[src/rtl/band_scale_pkg.sv]
// rtl/band_scale_pkg.sv - shared widths, channel-index width and saturation limits
package band_scale_pkg;

    localparam int DEF_NCH        = 4;
    localparam int DEF_AUD_W      = 16;
    localparam int DEF_POT_W      = 12;
    localparam int DEF_RAMP_SHIFT = 4;

    // Channel index width; a single channel still gets one bit
    function automatic int ch_width(input int n);
        return (n > 1) ? $clog2(n) : 1;
    endfunction

    // Largest positive value of a w-bit two's complement sample
    function automatic longint sat_pos(input int w);
        return (longint'(1) <<< (w - 1)) - 1;
    endfunction

    // Most negative value of a w-bit two's complement sample
    function automatic longint sat_neg(input int w);
        return -(longint'(1) <<< (w - 1));
    endfunction

endpackage

[src/rtl/gain_ramp.sv]
// rtl/gain_ramp.sv - one channel: squared-pot target and smoothed current gain
module gain_ramp #(
    parameter int POT_W      = 12,
    parameter int RAMP_SHIFT = 4
) (
    input  logic             clk,
    input  logic             rst,
    input  logic [POT_W-1:0] i_pot,
    input  logic             i_mute,
    input  logic             i_upd,
    output logic [POT_W-1:0] o_gain
);

    logic [2*POT_W-1:0] w_pot_ext;
    logic [POT_W-1:0]   w_target;
    logic [POT_W-1:0]   w_diff;
    logic [POT_W-1:0]   w_step;
    logic               w_up;
    logic [POT_W-1:0]   r_gain;

    // Target is pot squared (audio taper) scaled back to POT_W, forced to zero on mute;
    // step is a fraction of the distance, never zero while distance remains, never past target
    always_comb begin
        w_pot_ext = {{POT_W{1'b0}}, i_pot};
        w_target  = i_mute ? '0 : POT_W'((w_pot_ext * w_pot_ext) >> POT_W);
        w_up      = (w_target >= r_gain);
        w_diff    = w_up ? (w_target - r_gain) : (r_gain - w_target);
        w_step    = w_diff >> RAMP_SHIFT;
        if ((w_step == '0) && (w_diff != '0)) begin
            w_step = POT_W'(1);
        end
    end

    // Gain moves only when a sample of this channel is accepted
    always_ff @(posedge clk or posedge rst) begin
        if (rst) begin
            r_gain <= '0;
        end else if (i_upd) begin
            r_gain <= w_up ? (r_gain + w_step) : (r_gain - w_step);
        end
    end

    assign o_gain = r_gain;

endmodule

[src/rtl/multi_band_scale.sv]
// rtl/multi_band_scale.sv - per-channel smoothed gain scaling with saturation, 3-stage pipeline
module multi_band_scale
    import band_scale_pkg::*;
#(
    parameter int NCH        = DEF_NCH,
    parameter int AUD_W      = DEF_AUD_W,
    parameter int POT_W      = DEF_POT_W,
    parameter int GAIN_SHIFT = POT_W - 2,
    parameter int RAMP_SHIFT = DEF_RAMP_SHIFT
) (
    input  logic                     clk,
    input  logic                     rst,
    input  logic [NCH*POT_W-1:0]     pot,
    input  logic [NCH-1:0]           mute,
    input  logic                     in_valid,
    input  logic [ch_width(NCH)-1:0] in_ch,
    input  logic signed [AUD_W-1:0]  in_audio,
    output logic                     out_valid,
    output logic [ch_width(NCH)-1:0] out_ch,
    output logic signed [AUD_W-1:0]  out_audio,
    output logic [NCH-1:0]           sat_flag,
    input  logic [NCH-1:0]           sat_clr
);

    localparam int CH_W = ch_width(NCH);
    localparam int P_W  = AUD_W + POT_W + 1;
    localparam logic [AUD_W-1:0] SAT_POS = AUD_W'(sat_pos(AUD_W));
    localparam logic [AUD_W-1:0] SAT_NEG = AUD_W'(sat_neg(AUD_W));

    logic [POT_W-1:0]        w_gain [NCH];
    logic [POT_W-1:0]        w_sel_gain;
    logic                    w_accept;
    logic signed [P_W-1:0]   w_gain_ext;
    logic signed [P_W-1:0]   w_audio_ext;
    logic signed [P_W-1:0]   w_prod;
    logic signed [P_W-1:0]   w_shift;
    logic [P_W-AUD_W:0]      w_hi;
    logic                    w_ovf;
    logic [AUD_W-1:0]        w_res;
    logic [NCH-1:0]          w_sat_set;

    logic                    r1_valid;
    logic [CH_W-1:0]         r1_ch;
    logic signed [AUD_W-1:0] r1_audio;
    logic [POT_W-1:0]        r1_gain;
    logic                    r2_valid;
    logic [CH_W-1:0]         r2_ch;
    logic signed [P_W-1:0]   r2_prod;
    logic                    r_out_valid;
    logic [CH_W-1:0]         r_out_ch;
    logic signed [AUD_W-1:0] r_out_audio;
    logic [NCH-1:0]          r_sat_flag;

    assign w_accept = in_valid && (int'(in_ch) < NCH);

    for (genvar c = 0; c < NCH; c++) begin : g_ch
        gain_ramp #(
            .POT_W      (POT_W),
            .RAMP_SHIFT (RAMP_SHIFT)
        ) u_ramp (
            .clk    (clk),
            .rst    (rst),
            .i_pot  (pot[c*POT_W +: POT_W]),
            .i_mute (mute[c]),
            .i_upd  (w_accept && (int'(in_ch) == c)),
            .o_gain (w_gain[c])
        );
    end

    // Pick the addressed channel's gain as it stands before this sample updates it
    always_comb begin
        w_sel_gain = '0;
        for (int c = 0; c < NCH; c++) begin
            if (int'(in_ch) == c) begin
                w_sel_gain = w_gain[c];
            end
        end
    end

    // Stage 1: capture sample, channel and pre-update gain
    always_ff @(posedge clk or posedge rst) begin
        if (rst) begin
            r1_valid <= 1'b0;
            r1_ch    <= '0;
            r1_audio <= '0;
            r1_gain  <= '0;
        end else begin
            r1_valid <= w_accept;
            if (w_accept) begin
                r1_ch    <= in_ch;
                r1_audio <= in_audio;
                r1_gain  <= w_sel_gain;
            end
        end
    end

    // Gain is treated as non-negative by prefixing a zero sign bit
    assign w_gain_ext  = P_W'($signed({1'b0, r1_gain}));
    assign w_audio_ext = P_W'(r1_audio);
    assign w_prod      = w_gain_ext * w_audio_ext;

    // Stage 2: full-width signed product
    always_ff @(posedge clk or posedge rst) begin
        if (rst) begin
            r2_valid <= 1'b0;
            r2_ch    <= '0;
            r2_prod  <= '0;
        end else begin
            r2_valid <= r1_valid;
            if (r1_valid) begin
                r2_ch   <= r1_ch;
                r2_prod <= w_prod;
            end
        end
    end

    assign w_shift = r2_prod >>> GAIN_SHIFT;
    assign w_hi    = w_shift[P_W-1:AUD_W-1];

    // Overflow when the bits above the output sign are not a pure sign extension
    always_comb begin
        w_ovf     = !((&w_hi) || (~|w_hi));
        w_res     = w_ovf ? (w_shift[P_W-1] ? SAT_NEG : SAT_POS) : w_shift[AUD_W-1:0];
        w_sat_set = '0;
        for (int c = 0; c < NCH; c++) begin
            if (r2_valid && w_ovf && (int'(r2_ch) == c)) begin
                w_sat_set[c] = 1'b1;
            end
        end
    end

    // Stage 3: register result; sticky flags where a clear beats a same-cycle set
    always_ff @(posedge clk or posedge rst) begin
        if (rst) begin
            r_out_valid <= 1'b0;
            r_out_ch    <= '0;
            r_out_audio <= '0;
            r_sat_flag  <= '0;
        end else begin
            r_out_valid <= r2_valid;
            if (r2_valid) begin
                r_out_ch    <= r2_ch;
                r_out_audio <= w_res;
            end
            r_sat_flag <= (r_sat_flag | w_sat_set) & ~sat_clr;
        end
    end

    assign out_valid = r_out_valid;
    assign out_ch    = r_out_ch;
    assign out_audio = r_out_audio;
    assign sat_flag  = r_sat_flag;

endmodule

[config.mk]
export PLATFORM = sky130hd
export DESIGN_NAME = multi_band_scale
export DESIGN_NICKNAME = d
export VERILOG_FILES = /design/src/rtl/band_scale_pkg.sv /design/src/rtl/gain_ramp.sv /design/src/rtl/multi_band_scale.sv
export SDC_FILE = /design/constraint.sdc
export NUM_CORES = 2
export LEC_CHECK = 0
export CORE_MARGIN = 5
export CORE_UTILIZATION = 40
export CTS_BUF_LIST = sky130_fd_sc_hd__clkbuf_8
export CTS_CLUSTER_SIZE = 16
export DETAILED_ROUTE_END_ITERATION = 10
export GPL_TIMING_DRIVEN = 0
export SLEW_MARGIN = 25
export SYNTH_ARGS = -nofsm -noshare
export SYNTH_HDL_FRONTEND = slang
export SYNTH_SLANG_ARGS = --single-unit
[constraint.sdc]
create_clock -name clk -period 14.1 [get_ports clk]
set_input_delay 2.115 -clock clk [delete_from_list [all_inputs] [get_ports clk]]
set_output_delay 2.115 -clock clk [all_outputs]
set_load 0.05 [all_outputs]
==> summary.md <==
The min-delay analysis places its worst path in the category flip-flop to flip-flop. The H-tree was split into 4 levels. The final instance count without filler cells is 4921. Data arrival at the endpoint of the critical path: 13.86 ns. The fraction of the mapped netlist area in compound gates was 9.84%. The per-cell routed wire length was 14.4 µm; the area taken by flip-flops and latches was 0.00310 mm². Cells with a size suffix above 1 make up 5.07% of the layout.

In this run the cell area measured after placement is 0.0354 mm². TritonCTS built the clock tree. The cell count after synthesis came out at 3720. Global routing consumed, over all layers together, 16.5% of the routing resources. In this run the count of I/O pins placed on the die edge is 100. Largest net degree at the start of global routing: 89. The cell type with the largest total area after synthesis was sky130_fd_sc_hd__fa_1.

The die covers 0.0885 mm². At the end of routability-driven placement, the weighted congestion stood at 0.844. The synthesized design contains 0 enable-type register cells. After routing the design area is 0.0359 mm². The critical path startpoint category is an input pin.

The worst pin sits at a relative slew slack of 47.2%. The via count of the first global-routing pass was 25.3k; the fraction of post-synthesis cell area in the top cell type by area was 29.3%. Setup repair after global routing could not meet its margin everywhere.

The total overflow left after global routing is 0. Static timing analysis puts the maximum clock frequency at 74.1 MHz. At the later pin of the worst-skew pair, clock insertion delay measures 0.48 ns. The number of vias in the routed layout was 24.3k; the placed cell count was 4888.

Combinational family with the most area after synthesis: adder cells. After synthesis, the cell types taking the most area are sky130_fd_sc_hd__fa_1, sky130_fd_sc_hd__ha_1, sky130_fd_sc_hd__dfrtp_1. The final hold violation count is 0, and the final-report setup violation count is 0. The first global-routing pass estimated 123000 µm of wire.

The critical path is of the input pin to flip-flop type. The number of slew-limit violations in the final report came out at 0. The largest individual stage delay along the critical path comes from the cell sky130_fd_sc_hd__fa_1.

Nature of the critical path endpoint: a flip-flop. The number of cells traversed by the worst register-to-register path is 23, and the post-detailed-placement half-perimeter wirelength is 61600 µm. The layout has 8189 filler cells. The height of the die was 297 µm; the stage delay of the slowest cell on the critical path was 0.56 ns. The flip-flop and latch count after synthesis was 124; the arithmetic-cell share of the synthesized area counting full adders, half adders and majority gates was 45.7%. Wires add up to 70900 µm.

In this run, CTS created clock tree buffers numbering 17. After clock tree synthesis, the clock-pin slew on the worst setup and hold paths is 0.08 ns. First-pass detailed-route iteration total: 7.

The tools report the clock root buffer as sky130_fd_sc_hd__clkbuf_8. The synthesized netlist devotes 5.64% of its cell area to XOR and XNOR gates. After layout, the worst path uses 95.7% of the clock period. The detail route stage leaves a number of antenna-violating nets equal to 0. From left edge to right edge, the die measures 297 µm. Between clock sinks in the finished design, the worst skew comes to 0.0143 ns. For this run, design rule violations remaining after detail routing come to 0.

The per-instance average area after synthesis is 8.88 µm², and the number of core rows is 105. The share of synthesized area spent on multiplexers was 3.83%. Counting every net in the synthesized netlist gives 4715. The number of distinct library cells after synthesis is 95, and the slew of the pin with the lowest slew margin is 0.793 ns. After layout, the minimum clock period comes to 13.50 ns. The number of DRC markers in iteration 0 is 1033. For this run, the share of the core covered by cells in the final layout is 43.8%. Clock tree synthesis found a total of 124 sinks. The region available for standard cell placement spans 0.0820 mm². Of the synthesized area, sequential elements account for 9.39%. The number of vias per cell after detailed routing works out to 4.93. The maximum clock insertion buffer count was 2; the number of buffer cells added on primary ports was 97.

For the worst setup path, the data required time is 14.46 ns. Yosys printed 0 warnings. For this run, the leading register cell type out of synthesis is sky130_fd_sc_hd__dfrtp_1.

Max-cap violations in this run came to 0. Initial core utilization: 40.3%. The run gives 0 as the buffers inserted during post-CTS setup optimization. The cell area after synthesis is 0.0330 mm². The basic-gate share of the synthesized area counting and, or, nand and nor cells was 15.0%. The proportion of register bits with asynchronous set or reset after synthesis works out to 100%. After the last flow step, the layout net total stands at 4832. Relative to the synthesized area, the layout overhead comes to 8.56%.

The worst hold path passes through 0 cells. The run gives 3 as the number of antenna violations at the first check in global routing. The flow ran to the end, and the final reports show no timing, DRC or antenna violations. Of all nets on the critical path, the largest fanout is 10. The area of the multi-input gates came out at 0.0265 mm².
[stage by stage]
stage               setup TNS (ns)  hold WS (ns)  worst slack [ns]
floorplan                        0         0.352              1.87
global placement            -0.733         0.357            -0.733
detailed placement          -0.636         0.360            -0.636
CTS                              0         0.379            0.0220
global route                -0.165         0.402            -0.165
finish                           0         0.376             0.600
[worst max-delay path, delay by kind of cell]
family | cells | cell delay, ns
AND/OR/NAND/NOR | 13 | 2.60
adder cells (fa/ha/maj) | 9 | 3.37
AO/OA/AOI/OAI | 15 | 3.56
buffers and inverters | 9 | 1.53
multiplexers | 1 | 0.23
XOR/XNOR | 3 | 0.46
[final timing paths]
| path | start | end | slack, ns |
|---|---|---|---|
| min | r1_valid$_DFF_PP0_ | r2_valid$_DFF_PP0_ | 0.38 |
| max | pot[30] | g_ch[2].u_ramp.o_gain[11]$_DFFE_PP0P_ | 0.60 |
| max in group asynchronous | rst | g_ch[2].u_ramp.o_gain[5]$_DFFE_PP0P_ | 11.38 |
| min in group asynchronous | rst | out_ch[0]$_DFFE_PP0P_ | 2.00 |
| min reg2reg | r1_valid$_DFF_PP0_ | r2_valid$_DFF_PP0_ | 0.38 |
| max reg2reg | r1_gain[3]$_DFFE_PP0P_ | r2_prod[27]$_DFFE_PP0P_ | 7.08 |
[cell type report]
type | count | share of cell area, %
diodes | 2 | 0.0140
plain buffers | 135 | 1.57
clock buffers | 17 | 0.652
clock inverters | 14 | 0.544
inverters | 781 | 8.19
multi-input cells | 2680 | 73.9
flip-flops and latches | 124 | 8.65
well taps | 1070 | 3.73
repair buffers | 98 | 2.78
[what timing repair did]
action / in CTS / in global routing
endpoints found under the setup margin: 1 / 7
resized for setup: 2 / 23
hold buffers: 0 / 0
[routing by layer]
layer	up-vias	track usage [%]	share of wire (%)
li1	11994	-	-
met1	11931	21.6	45
met2	279	30.1	51
met3	47	1.80	3.0
met4	0	2.64	1.2
met5	-	0	0
[cell usage in the layout, fill, tap and decap left out, drive strengths merged, types with 12 or more instances in the layout]
cell	n
nand4	13
nand2	308
nor3	27
clkdlybuf4s50	97
and2	267
fa	483
a31oi	31
mux4	12
nor2	128
nor2b	47
inv	786
o21a	26
xnor2	137
a211oi	15
a21o	41
ha	435
clkbuf	127
xor2	75
o21ai	102
or2	18
buf	26
a21oi	145
o21bai	27
dfrtp	124
nand2b	59
mux2i	27
mux2	64
nand3	25
[state kept, by name, indices dropped and copies added, names as in the netlist]
signal and count:
r1_ch 2, r1_valid 1, r1_gain 12, out_valid 1, out_audio 16, r2_prod 19, sat_flag 4, r2_ch 2
g_ch.u_ramp.o_gain 48, r2_valid 1, out_ch 2, r1_audio 16
[cell families after synthesis]
logic type,after synthesis
AOI/OAI and AO/OA,491
xor gates and xnor gates,212
adders and majority gates,918
buffers and inverters,916
DFF,124
muxes,103
and+or+nand+nor,956
[synthesized netlist by cell type (31+ instances only)]
cell type and instances:
sky130_fd_sc_hd__nand2_1 307, sky130_fd_sc_hd__and2_1 265, sky130_fd_sc_hd__o21ai_0 89, sky130_fd_sc_hd__nor2b_1 46, sky130_fd_sc_hd__xnor2_1 136, sky130_fd_sc_hd__clkbuf_1 110, sky130_fd_sc_hd__fa_1 483, sky130_fd_sc_hd__inv_1 781
sky130_fd_sc_hd__nand2b_1 59, sky130_fd_sc_hd__a31oi_1 31, sky130_fd_sc_hd__nor2_1 128, sky130_fd_sc_hd__a21o_1 41, sky130_fd_sc_hd__mux2_2 63, sky130_fd_sc_hd__xor2_1 75, sky130_fd_sc_hd__dfrtp_1 124, sky130_fd_sc_hd__a21oi_1 144
sky130_fd_sc_hd__ha_1 435
Power is not shown: default switching activity piles up to over one toggle a cycle in this logic, so the estimate is an artifact.
